===== src/rtl/result_fifo.sv =====
// Result FIFO between the engine and the accelerator controller.
// Registered pop output with a one-cycle valid pulse and sticky overflow/underflow flags.
module result_fifo #(
    parameter int WIDTH = 16,
    parameter int DEPTH = 8
) (
    input  logic                       clk,
    input  logic                       rst,
    input  logic                       clr,
    input  logic                       writeReq,
    input  logic [WIDTH-1:0]           wr_data,
    input  logic                       readReq,
    output logic [WIDTH-1:0]           rd_data,
    output logic                       rd_valid,
    output logic                       empty,
    output logic                       full,
    output logic [$clog2(DEPTH):0]     count,
    output logic                       overflow,
    output logic                       underflow
);
    localparam int AW = $clog2(DEPTH);
    localparam int CW = AW + 1;

    logic [WIDTH-1:0] r_mem [DEPTH];
    logic [AW-1:0]    r_wr_ptr;
    logic [AW-1:0]    r_rd_ptr;
    logic [CW-1:0]    r_count;
    logic [WIDTH-1:0] r_rd_data;
    logic             r_rd_valid;
    logic             r_overflow;
    logic             r_underflow;

    logic w_empty;
    logic w_full;
    logic w_rd_acc;
    logic w_wr_acc;

    assign w_empty = (r_count == '0);
    assign w_full  = (r_count == CW'(DEPTH));

    // A pop frees a slot in the same edge, so a full FIFO can still take a write alongside it.
    assign w_rd_acc = readReq && !w_empty && !clr;
    assign w_wr_acc = writeReq && (!w_full || w_rd_acc) && !clr;

    always_ff @(posedge clk) begin
        if (w_wr_acc) begin
            r_mem[r_wr_ptr] <= wr_data;
        end
    end

    always_ff @(posedge clk or negedge rst) begin
        if (!rst) begin
            r_wr_ptr    <= '0;
            r_rd_ptr    <= '0;
            r_count     <= '0;
            r_rd_data   <= '0;
            r_rd_valid  <= 1'b0;
            r_overflow  <= 1'b0;
            r_underflow <= 1'b0;
        end else if (clr) begin
            r_wr_ptr    <= '0;
            r_rd_ptr    <= '0;
            r_count     <= '0;
            r_rd_valid  <= 1'b0;
            r_overflow  <= 1'b0;
            r_underflow <= 1'b0;
        end else begin
            r_rd_valid <= w_rd_acc;
            if (w_wr_acc) begin
                r_wr_ptr <= r_wr_ptr + AW'(1);
            end
            if (w_rd_acc) begin
                r_rd_data <= r_mem[r_rd_ptr];
                r_rd_ptr  <= r_rd_ptr + AW'(1);
            end
            if (w_wr_acc && !w_rd_acc) begin
                r_count <= r_count + CW'(1);
            end else if (w_rd_acc && !w_wr_acc) begin
                r_count <= r_count - CW'(1);
            end
            if (writeReq && !w_wr_acc) begin
                r_overflow <= 1'b1;
            end
            if (readReq && w_empty) begin
                r_underflow <= 1'b1;
            end
        end
    end

    assign rd_data   = r_rd_data;
    assign rd_valid  = r_rd_valid;
    assign empty     = w_empty;
    assign full      = w_full;
    assign count     = r_count;
    assign overflow  = r_overflow;
    assign underflow = r_underflow;

endmodule


===== config.mk =====
export PLATFORM = sky130hd
export DESIGN_NAME = result_fifo
export DESIGN_NICKNAME = d
export VERILOG_FILES = /design/src/rtl/result_fifo.sv
export SDC_FILE = /design/constraint.sdc
export NUM_CORES = 1
export LEC_CHECK = 0
export BUFFER_PORTS_ARGS = -buffer_cell sky130_fd_sc_hd__buf_4
export CORE_MARGIN = 3
export CORE_UTILIZATION = 45
export CTS_BUF_LIST = sky130_fd_sc_hd__clkbuf_4 sky130_fd_sc_hd__clkbuf_8
export DETAILED_ROUTE_END_ITERATION = 10
export HOLD_SLACK_MARGIN = 0.05
export PLACE_DENSITY = 0.62
export RECOVER_POWER = 100
export SLEW_MARGIN = 20
export SYNTH_ARGS = -nofsm -noshare
export SYNTH_HDL_FRONTEND = slang
export SYNTH_SLANG_ARGS = --single-unit

===== constraint.sdc =====
create_clock -name clk -period 7.6 [get_ports clk]
set_clock_uncertainty 0.15 [all_clocks]
set_input_delay 0.76 -clock clk [delete_from_list [all_inputs] [get_ports clk]]
set_output_delay 0.76 -clock clk [all_outputs]
set_load 0.02 [all_outputs]

==> flow_summary.ini <==
[run_status]
outcome = complete, but fails checks
failed_checks = capacitance limit, slew limit

[floorplan]
core_area_sq_um = 13400
die_area_sq_um = 15300
rows = 42
start_util_pct = 46.4
chipHeight_um = 124
num_io_pins = 46
die_w_um = 124

[clocking]
clockBufferDepth = 2
numCtsBuffers = 17
cts.hold.buffers_added = 0
path_clk_slew_ps = 80
cts_root_buffer = clkbuf_8
htreeDepth = 4
postCtsSetupBuffers = 0
clk_latency_ps = 430
clock-sinks = 157
cts_tree = yes
post_cts_resize_count = 0

[logic_synthesis]
syn_area_per_cell_sq_um = 19.0
yosys.area.top_type = edfxtp_1
synth_cells = 327
synth_cell_type_count = 42
ys_seq_area_share_pct = 73.5
synthArstFlopShare_pct = 18.5
synth_area_sq_um = 6220
synth_area_leaders = edfxtp_1 (62%), dfrtp_1 (12%), mux4_2 (12%)
synth_nets = 353
synth_seq_cells = 157
synth_edf_count = 128
yosysMostFrequentCell = edfxtp_1
synth_top_area_share_pct = 61.8
yosys_warnings = 0
synth_ff_type = edfxtp_1
synthTopCellsByCount = edfxtp_1 (128), mux4_2 (32), dfrtp_1 (29), nor2_1 (29), a21oi_1 (22)

[setup_path]
r2r_end = r_mem[5][1]
required_ps = 7450
cp_max_fo = 16
worst_ep_arrival_time_ps = 3900
end_kind = register
r2r_cells = 4
startpoint_type = input pin
path_class = in -> reg
reg2reg_setup_slack_ps = 3590
r2r-start = count[0]

[power]
clkPwrFrac_pct = 27.3
internal_power_mw = 1.55
p_per_area_nw_per_um2 = 323
p_leak_nw = 2.24
p_sw_uw = 681
swShare_pct = 30.6
power_frac_seq_pct = 49.4
vdd_drop_max_v = 0.000150
comb_power_share_pct = 23.3

[global_routing]
grt_pass1_vias = 3101
track_usage_pct = 16.3
grt_pass1_wl_um = 17700
grt_max_degree = 35
grt_overflow = 0
antenna_found_initial = 0

[drt]
wire_per_inst_um = 19.5
dr.first_iter.drc_count = 269
routed_wl_um = 11200
viasPerCell = 5.31
first_pass_iters = 6
drc = 0
vias = 3034
ant_nets = 0

[timing]
tightestPinTransition_ps = 2750
min_period_ps = 4060
max_freq_mhz = 246
slew_violations = 82
fin_ws_ps = 3540
setup_viol = 0
maxSlewHeadroom_pct = -83.5
tns_ps = 0
rsz0062_at_grt = false
post-route-period-util_pct = 53.4
holdWs_ps = 348
finalHoldViolations = 0

[placement]
port_buffers = 45
preCtsSetupSlack_ps = 4270
gp_congestion = 0.772
dp.cells = 539
post-dp-hpwl_um = 6810

[layout]
stdcell_count = 571
final_nets = 408
diodes = 0
area_growth_pct = 11.0
final_layout_size_suffix_gt1_share_pct = 18.5

[hold_path]
hold_path_end = underflow
min_delay_path_depth = 2
min_from = underflow
min_path_type = reg -> reg

[run]
cap_violations = 3
worst max path at each step:
stage	from	depth (start not counted)	slack, ps	endpoint
after floorplan	readReq	4	4190	r_mem[6][0]
after global placement	clr	6	4340	r_mem[7][10]
after detailed placement	clr	6	4270	r_mem[7][5]
after CTS	clr	6	4750	r_mem[7][15]
after global routing	count[0]	4	3280	r_mem[5][1]
final	clr	5	3540	r_mem[5][1]
power by group through the flow:
stage	combinational [mW]	sequential, mW	clock [mW]
2_1_floorplan	0.396	1.14	0
3_3_place_gp	0.589	1.12	0
3_5_place_dp	0.593	1.13	0
4_1_cts	0.596	1.11	0.625
5_1_grt	0.576	1.12	0.665
6_report	0.518	1.10	0.608
metal layers:
layer	track usage (%)	part of all wire, %
met3	3.80	5.5
met4	6.02	1.1
met2	25.5	49
met5	0	0
met1	22.5	45
area by class of cell:
class / instances / area, sq um
clock buffer: 17 / 234
fill: 1132 / 6500
sequential: 157 / 4570
clock inverter: 15 / 165
multi-input combinational: 147 / 1470
inverter: 6 / 22.5
timing repair buffer: 53 / 214
tap: 176 / 220
metrics by stage:
step	power [mW]	utilization [%]	instance area (sq um)
2_1_floorplan	1.53	-	6220
3_3_place_gp	1.71	50.4	6750
3_5_place_dp	1.72	50.4	6750
4_1_cts	2.33	53.4	7150
5_1_grt	2.36	51.5	6900
6_report	2.23	51.5	6900
cell usage in the layout (no fill, tap or decap), drive strengths merged, types with 4 or more instances in the layout:
master,Yosys,routed
mux2i,18,18
buf,14,4
ha,4,4
mux4,32,32
inv,6,9
a21oi,22,22
xnor2,4,4
nor3,4,4
edfxtp,128,128
clkinv,0,7
dfrtp,29,29
clkbuf,3,66
nand2,4,4
nor2,30,30
sequential cells by signal (all words and copies together) (netlist names):
register,count
r_mem,128
rd_data,16
count,4
r_rd_ptr,3
r_wr_ptr,3
overflow,1
rd_valid,1
underflow,1
cell families after synthesis:
kind of cell,after synthesis,synth area share (%)
muxes,50,14.5
and+or+nand+nor,56,4.83
AOI/OAI and AO/OA,30,3.14
adders and majority gates,5,1.13
buffers and inverters,23,2.09
xor gates and xnor gates,6,0.845
DFF,157,73.5
critical path, stage by stage:
cell and delay (ps):
buf_4 160, nand2b_1 180, and3_1 230, or3b_1 440
nor3b_1 2130
Power figures use the tool's default switching activity.
